===== src/rtl/instruction_fetch_if.sv =====
// Fetch-unit bus bundle: redirect input, instruction-memory read port and decode-side queue port.
// The master modport is the fetch unit; the slave modport is the memory/decode/branch side.
interface instruction_fetch_if #(
    parameter int ADDR_W = 16,
    parameter int DATA_W = 16
);
    logic              redirect_valid;
    logic [ADDR_W-1:0] redirect_target;
    logic              mem_req;
    logic [ADDR_W-1:0] mem_addr;
    logic              mem_ack;
    logic [DATA_W-1:0] mem_rdata;
    logic              inst_valid;
    logic [DATA_W-1:0] inst_data;
    logic [ADDR_W-1:0] inst_pc;
    logic              inst_ready;

    modport master (
        input  redirect_valid, redirect_target, mem_ack, mem_rdata, inst_ready,
        output mem_req, mem_addr, inst_valid, inst_data, inst_pc
    );

    modport slave (
        output redirect_valid, redirect_target, mem_ack, mem_rdata, inst_ready,
        input  mem_req, mem_addr, inst_valid, inst_data, inst_pc
    );
endinterface


===== src/rtl/instruction_fetch.sv =====
// Instruction fetch unit: owns the PC, issues one sequential memory read at a time and
// queues fetched {pc, word} pairs in a 2-entry FIFO; a redirect flushes and restarts fetch.
module instruction_fetch #(
    parameter int              ADDR_W   = 16,
    parameter int              DATA_W   = 16,
    parameter logic [ADDR_W-1:0] RESET_PC = '0
) (
    input  logic                clk,
    input  logic                rst,
    instruction_fetch_if.master bus
);
    typedef enum logic [1:0] {
        IDLE,
        REQ,
        DISCARD
    } state_t;

    localparam logic [ADDR_W-1:0] PC_STEP = ADDR_W'(1);

    state_t            state, state_next;
    logic [ADDR_W-1:0] pc, pc_next;
    logic [ADDR_W-1:0] req_addr, req_addr_next;
    logic [ADDR_W-1:0] fifo_pc   [2];
    logic [DATA_W-1:0] fifo_data [2];
    logic              rd_ptr, wr_ptr;
    logic [1:0]        count, count_next;
    logic              push, pop;

    assign bus.mem_req    = (state != IDLE);
    assign bus.mem_addr   = req_addr;
    assign bus.inst_valid = (count != 2'd0);
    assign bus.inst_data  = fifo_data[rd_ptr];
    assign bus.inst_pc    = fifo_pc[rd_ptr];

    // A redirect kills the word acked in the same cycle; a pop in that cycle still counts as delivered.
    assign push       = (state == REQ) && bus.mem_ack && !bus.redirect_valid;
    assign pop        = (count != 2'd0) && bus.inst_ready;
    assign count_next = bus.redirect_valid ? 2'd0
                                           : count + 2'(push) - 2'(pop);

    always_comb begin
        state_next    = state;
        pc_next       = pc;
        req_addr_next = req_addr;
        case (state)
            IDLE: begin
                if (count_next != 2'd2) begin
                    state_next = REQ;
                end
                if (bus.redirect_valid) begin
                    req_addr_next = bus.redirect_target;
                end
            end
            REQ: begin
                if (bus.redirect_valid) begin
                    // Without an ack the request must stay on the bus until memory answers it.
                    if (bus.mem_ack) begin
                        req_addr_next = bus.redirect_target;
                    end else begin
                        state_next = DISCARD;
                    end
                end else if (bus.mem_ack) begin
                    pc_next       = pc + PC_STEP;
                    req_addr_next = pc + PC_STEP;
                    state_next    = (count_next == 2'd2) ? IDLE : REQ;
                end
            end
            DISCARD: begin
                if (bus.mem_ack) begin
                    state_next    = REQ;
                    req_addr_next = bus.redirect_valid ? bus.redirect_target : pc;
                end
            end
            default: begin
                state_next = IDLE;
            end
        endcase
        if (bus.redirect_valid) begin
            pc_next = bus.redirect_target;
        end
    end

    always_ff @(posedge clk) begin
        if (rst) begin
            state    <= IDLE;
            pc       <= RESET_PC;
            req_addr <= RESET_PC;
            count    <= 2'd0;
            rd_ptr   <= 1'b0;
            wr_ptr   <= 1'b0;
            for (int i = 0; i < 2; i++) begin
                fifo_pc[i]   <= '0;
                fifo_data[i] <= '0;
            end
        end else begin
            state    <= state_next;
            pc       <= pc_next;
            req_addr <= req_addr_next;
            count    <= count_next;
            if (bus.redirect_valid) begin
                rd_ptr <= 1'b0;
                wr_ptr <= 1'b0;
            end else begin
                if (push) begin
                    fifo_pc[wr_ptr]   <= req_addr;
                    fifo_data[wr_ptr] <= bus.mem_rdata;
                    wr_ptr            <= ~wr_ptr;
                end
                if (pop) begin
                    rd_ptr <= ~rd_ptr;
                end
            end
        end
    end
endmodule


===== src/flat_wrapper.sv =====
// flat-port wrapper written by rule: the top's interface ports become plain ports
module instruction_fetch_flat 
#(
    parameter int              ADDR_W   = 16,
    parameter int              DATA_W   = 16,
    parameter logic [ADDR_W-1:0] RESET_PC = '0
)
  (clk, rst, bus_redirect_valid, bus_redirect_target, bus_mem_ack, bus_mem_rdata, bus_inst_ready, bus_mem_req, bus_mem_addr, bus_inst_valid, bus_inst_data, bus_inst_pc);
  instruction_fetch_if #(.ADDR_W(ADDR_W), .DATA_W(DATA_W)) bus_i ();
  input  logic clk;
  input  logic rst;
  input wire logic [$bits(bus_i.redirect_valid)-1:0] bus_redirect_valid;
  input wire logic [$bits(bus_i.redirect_target)-1:0] bus_redirect_target;
  input wire logic [$bits(bus_i.mem_ack)-1:0] bus_mem_ack;
  input wire logic [$bits(bus_i.mem_rdata)-1:0] bus_mem_rdata;
  input wire logic [$bits(bus_i.inst_ready)-1:0] bus_inst_ready;
  output wire logic [$bits(bus_i.mem_req)-1:0] bus_mem_req;
  output wire logic [$bits(bus_i.mem_addr)-1:0] bus_mem_addr;
  output wire logic [$bits(bus_i.inst_valid)-1:0] bus_inst_valid;
  output wire logic [$bits(bus_i.inst_data)-1:0] bus_inst_data;
  output wire logic [$bits(bus_i.inst_pc)-1:0] bus_inst_pc;
  assign bus_i.redirect_valid = bus_redirect_valid;
  assign bus_i.redirect_target = bus_redirect_target;
  assign bus_i.mem_ack = bus_mem_ack;
  assign bus_i.mem_rdata = bus_mem_rdata;
  assign bus_i.inst_ready = bus_inst_ready;
  assign bus_mem_req = bus_i.mem_req;
  assign bus_mem_addr = bus_i.mem_addr;
  assign bus_inst_valid = bus_i.inst_valid;
  assign bus_inst_data = bus_i.inst_data;
  assign bus_inst_pc = bus_i.inst_pc;
  instruction_fetch #(.ADDR_W(ADDR_W), .DATA_W(DATA_W), .RESET_PC(RESET_PC)) u_core (.clk(clk), .rst(rst), .bus(bus_i));
endmodule

===== config.mk =====
export PLATFORM = sky130hd
export DESIGN_NAME = instruction_fetch_flat
export DESIGN_NICKNAME = d
export VERILOG_FILES = /design/src/rtl/instruction_fetch_if.sv /design/src/rtl/instruction_fetch.sv /design/src/flat_wrapper.sv
export SDC_FILE = /design/constraint.sdc
export NUM_CORES = 1
export LEC_CHECK = 0
export CAP_MARGIN = 20
export CORE_ASPECT_RATIO = 0.9
export CORE_MARGIN = 8
export CORE_UTILIZATION = 50
export CTS_BUF_LIST = sky130_fd_sc_hd__clkbuf_4
export DETAILED_ROUTE_END_ITERATION = 12
export GPL_TIMING_DRIVEN = 1
export PLACE_DENSITY = 0.81
export SLEW_MARGIN = 15
export SYNTH_ARGS = -nofsm -noshare
export SYNTH_HDL_FRONTEND = slang
export SYNTH_SLANG_ARGS = --single-unit

===== constraint.sdc =====
create_clock -name clk -period 2.4 [get_ports clk]
set_clock_uncertainty 0.05 [all_clocks]
set_input_delay 0.72 -clock clk [delete_from_list [all_inputs] [get_ports clk]]
set_output_delay 0.72 -clock clk [all_outputs]
set_load 0.1 [all_outputs]

# Word-level counts from Yosys, hierarchy flattened

Memory sizes are Yosys's and may differ from the RTL's. A register that Yosys moved wholly into a read port is not among the register bits.
Cells that the tools add are included.

Output and inout port bits: 50
Memory bits (writable): 64
Bits in registers: 38
Memories kept: 2

Add/sub/neg operators: 3
Muxes and demuxes: 33
Eq/ne operators: 10
Reductions and logical operators: 16
Bitwise gates (word level): 2

Memory list:

| name             | depth | bits a word | rd ports | clocked after memory_dff | wr ports | line                    | source |
|---|---|---|---|---|---|---|---|
| u_core.fifo_data | 2     | 16          | 1        | 1                        | 2        | instruction_fetch.sv:24 | `logic [DATA_W-1:0] fifo_data [2];` |
| u_core.fifo_pc   | 2     | 16          | 1        | 1                        | 2        | instruction_fetch.sv:23 | `logic [ADDR_W-1:0] fifo_pc [2];` |

Operators with widths:

| cell                                                 | number |
|---|---|
| two-way mux 16 bit                                   | 10 |
| one-hot mux 16 bit (3 select lines)                  | 1 |
| OR reduction 16 bit                                  | 2 |
| adder 16 x 1 -> 16 bit (second input constant)       | 1 |
| two-way mux 1 bit                                    | 15 |
| two-way mux 2 bit                                    | 6 |
| != test 2 bit (second input constant)                | 4 |
| AND reduction 4 bit                                  | 2 |
| nonzero test 2 bit                                   | 4 |
| != test 3 bit (second input constant)                | 2 |
| one-hot mux 2 bit (3 select lines)                   | 1 |
| equality test 2 bit (second input constant)          | 2 |
| logical AND 1 bit                                    | 3 |
| nonzero test 3 bit                                   | 1 |
| adder 2 x 1 -> 2 bit                                 | 1 |
| equality test 2 x 1 -> 1 bit (second input constant) | 1 |
| zero test 2 bit                                      | 1 |
| != test 2 x 1 -> 1 bit (second input constant)       | 1 |
| NOT 1 bit                                            | 2 |
| AND reduction 2 bit                                  | 1 |
| OR reduction 2 bit                                   | 1 |
| subtractor 2 x 1 -> 2 bit                            | 1 |
| zero test 1 bit                                      | 1 |

# Longest topological paths before layout

Depth in word-level cells: 11
Mapped depth: 12

# Worst setup path after synthesis

No wires, ideal clock.

Path kind: register to register
From: register u_core.count[0]
To: register u_core.state[0]
Arrival time: 2.469 ns
Setup slack: -0.247 ns
Stages on the path, launching flop included: 11
Data required time: 2.222 ns
Cell sequence: dfxtp_1 -> or2_2 -> and2_1 -> ha_1 -> inv_1 -> ha_1 -> xnor3_1 -> o32a_1 -> o21ai_2 -> mux2i_1 -> nor2_1

Longest elaborated chain between the ends: 9

RTL lines:

| item                               | line                    | source |
|---|---|---|
| start: declaration                 | instruction_fetch.sv:26 | `logic [1:0] count, count_next;` |
| start signal: assignment           | instruction_fetch.sv:99 | `count <= count_next;` |
| nonzero test 2 bit *               | --                      |  |
| net bus_inst_valid                 | flat_wrapper.sv:19      | `output wire logic [$bits(bus_i.inst_valid)-1:0] bus_inst_valid;` |
| logical AND 1 bit *                | instruction_fetch.sv:37 | `assign pop = (count != 2'd0) && bus.inst_ready;` |
| net u_core.pop                     | instruction_fetch.sv:27 | `logic push, pop;` |
| subtractor 2 x 1 -> 2 bit *        | instruction_fetch.sv:39 | `: count + 2'(push) - 2'(pop);` |
| two-way mux 2 bit *                | instruction_fetch.sv:38 | `assign count_next = bus.redirect_valid ? 2'd0` |
| equality test 2 bit                | instruction_fetch.sv:65 | `state_next = (count_next == 2'd2) ? IDLE : REQ;` |
| two-way mux 1 bit                  | instruction_fetch.sv:65 |  |
| two-way mux 2 bit                  | instruction_fetch.sv:62 | `end else if (bus.mem_ack) begin` |
| two-way mux 2 bit                  | instruction_fetch.sv:55 | `if (bus.redirect_valid) begin` |
| one-hot mux 2 bit (3 select lines) | instruction_fetch.sv:45 | `case (state)` |
| end signal: assignment             | instruction_fetch.sv:96 | `state <= state_next;` |
| end: declaration                   | instruction_fetch.sv:20 | `state_t state, state_next;` |

Mark *: on every way through the listed nets, which the timed path passes. The rest lies on a longest branch. The select of a mux whose other input is x is not followed.
A chain may end at the register's enable or synchronous reset.

==> results.toml <==
[outcome]
status = "finished with violations"
violations = "negative setup slack"

[critical_path]
cp-start-kind = "register"
crit_type = "reg -> out"
rr_startpoint = "u_core.count[1]$_SDFF_PP0_"
cp.arrival_ns = 1.63
critPathMaxFanout = 8
required_ns = 1.63
worstSetupEndpointType = "output port"
r2r_cells = 10
regToRegEndpoint = "u_core.state[0]$_SDFFE_PP0P_"
rrSetupSlack_ns = 0.11

[power_and_ir_drop]
swShare_pct = 42.1
p_int_mw = 2.92
p_per_area_nw_per_um2 = 698
p_clk_share_pct = 16.1
switchingPower_mw = 2.12
p_seq_share_pct = 43.1
leakage_nw = 2.86
comb_power_share_pct = 40.8
ir_worst_vdd_uv = 317

[clock_network]
clock-sinks = 103
cts_tree = "yes"
htree_levels = 3
clkSlewWorstSetupHoldPaths_ns = 0.15
ctsRootBufferMaster = "clkbuf_4"
cts_buffers = 9
clock_latency_ns = 0.47
cts_buffer_depth = 2

[place]
portBuffers = 86
place_congestion = 0.918
dp_hpwl_um = 9320

[global_routing]
overflow = 0
grt_max_degree = 51
grt_pass1_wl_um = 21200
grt_util_all_layers_pct = 18.2
grt_pass1_vias = 4137
antenna_found_initial = 0

[final_layout]
nFillCells = 787
diodes = 0
nets = 648
layout_commonest_cell = "and2_1"
syn_to_final_growth_pct = 33.3
layout-drive-gt1-share_pct = 27.6
mostFrequentLayoutCells = "and2_1, edfxtp_1, buf_4"
fin_util_pct = 67.6

[yosys]
synth_edf_count = 64
syn_nets = 550
ys_async_sr_fraction_pct = 0
ys.flop_type = "edfxtp_1"
synth_area_um2 = 5420
synth_cells = 506
ys_seq_area_share_pct = 49.9
yosys_warnings = 0
yosysUniqueCellTypes = 58
synth.avg_cell_area_um2 = 10.7
ys_ff_latch = 103

[timing]
relSlewSlack_pct = 65.9
finalSetupViolations = 2
whs_ns = 0.470
tightest_slew_ns = 0.511
setup_slack_ns = -0.00114
finalHoldViolCount = 0
layout_min_cycle_time_ns = 2.40
fmax_ghz = 0.416
timing.final.crit_share_pct = 100
slew_violations = 0
rsz0062_at_grt = "true"

[routing]
drc = 0
detail-route-antenna-nets = 0
drt_first_pass_iters = 5
dr_total_vias = 4207
wl_per_cell_um = 18.1
dr.first_iter.drc_count = 499
wl_um = 13500
vias_per_cell = 5.67

[die]
rows = 36
die-area_um2 = 14400
coreArea_um2 = 10700
initial_core_util_pct = 50.7
fp.dieW_um = 126
io_pins = 87
die_h_um = 115

[min_path]
hold_end = "u_core.state[1]$_SDFFE_PP0P_"
whs_path_depth = 2
hold_path_class = "reg -> reg"
min_from = "u_core.state[1]$_SDFFE_PP0P_"

[run]
maxCapViolCount = 0
repair_timing:
action	4_1_cts	5_1_grt
pin swaps	2	0
endpoints found under the hold margin	0	0
resized for setup	2	26
gates cloned	0	3
setup endpoints to repair	34	45
buffers inserted	1	2
hold buffers	0	0
Yosys cell counts, types with 3 or more instances:
master | count | area, um2
nand4_1 | 3 | 18.8
nand2_1 | 29 | 109
ha_1 | 7 | 87.6
nor3_2 | 3 | 30.0
mux2i_1 | 3 | 30.0
xor2_1 | 17 | 149
nor4_2 | 5 | 62.6
nand2b_1 | 4 | 25.0
a21oi_1 | 15 | 75.1
nand3b_1 | 3 | 22.5
dfxtp_1 | 39 | 781
nand3_1 | 8 | 40.0
and2_1 | 66 | 413
clkbuf_1 | 22 | 82.6
nor3_1 | 15 | 75.1
nor2_1 | 33 | 124
xnor2_1 | 11 | 96.3
a221oi_1 | 8 | 70.1
a31oi_1 | 3 | 18.8
buf_1 | 5 | 18.8
nor2b_1 | 3 | 18.8
a22o_1 | 10 | 87.6
a211oi_1 | 7 | 52.6
buf_2 | 13 | 65.1
a221o_1 | 4 | 40.0
o21ai_0 | 11 | 55.1
o31ai_1 | 5 | 37.5
edfxtp_1 | 64 | 1920
inv_1 | 13 | 48.8
o221ai_1 | 5 | 43.8
mux2_2 | 34 | 383
or3_1 | 4 | 25.0
critical path, stage by stage, from the launching register on:
cell	delay (ns)
dfxtp_4	0.44
clkbuf_16	0.19
mux2_2	0.36
buf_12	0.17
state kept, by name, summed over array words and instances (netlist names), named ones only:
signal and count:
u_core.pc 16, u_core.state 2, u_core.fifo_data 32, u_core.wr_ptr 1, u_core.rd_ptr 1, u_core.bus.mem_addr 16, u_core.count 2, u_core.fifo_pc 32
power by group through the flow:
stage	combinational (mW)	clock [mW]	sequential [mW]
after floorplan	0.889	0	2.67
after global placement	2.01	0	2.20
after detailed placement	2.03	0	2.21
after CTS	2.04	0.835	2.17
after global routing	2.15	0.907	2.19
final	2.06	0.812	2.17
cell type report:
cell class | count | area (um2) | share of cell area, %
flip-flops and latches | 103 | 2710 | 37.5
multi-input cells | 346 | 2590 | 35.9
repair buffers | 131 | 1590 | 22.1
well taps | 133 | 166 | 2.30
clock buffers | 9 | 67.6 | 0.936
inverters | 13 | 48.8 | 0.676
clock inverters | 7 | 46.3 | 0.641
through the flow:
stage / instance area [um2] / cells / total power [mW] / setup TNS [ns] / setup WS, ns
global placement: 6930 / 720 / 4.21 / -9.16 / -0.475
floorplan: 5450 / 506 / 3.56 / -0.0292 / -0.0292
detailed placement: 6930 / 720 / 4.23 / -12.61 / -0.555
CTS: 7060 / 737 / 5.04 / -0.103 / -0.0124
global route: 7220 / 742 / 5.25 / -0.510 / -0.0465
finish: 7220 / 742 / 5.04 / -0.00147 / -0.00114
cells by family after synthesis:
kind of cell,count (synthesis),synth area share (%)
simple gates,186,19.6
buf+inv,57,4.55
compound gates,87,11.8
fa+ha+maj,7,1.62
mux,37,7.62
xor+xnor,29,4.94
flops,103,49.9
routing by layer:
layer / global-route usage [%] / part of all wire (%) / vias up
li1: - / - / 2009
met1: 23.1 / 45 / 2026
met2: 30.5 / 48 / 152
met3: 4.27 / 5.7 / 20
met4: 5.35 / 1.5 / 0
met5: 0 / 0 / -
worst max path at each step:
| stage | from | end | slack, ns | cells past startpoint |
|---|---|---|---|---|
| after global routing | register | bus_inst_pc[1] | -0.05 | 3 |
| after floorplan | bus_redirect_valid | u_core.state[0]$_SDFFE_PP0P_ | -0.03 | 9 |
| final | register | bus_inst_pc[14] | -0.001 | 3 |
| after CTS | register | bus_inst_pc[8] | -0.01 | 3 |
| after detailed placement | bus_inst_ready | u_core.state[0]$_SDFFE_PP0P_ | -0.55 | 10 |
| after global placement | bus_inst_ready | u_core.state[0]$_SDFFE_PP0P_ | -0.47 | 10 |
Note: power is estimated with default switching activity, not from simulation.
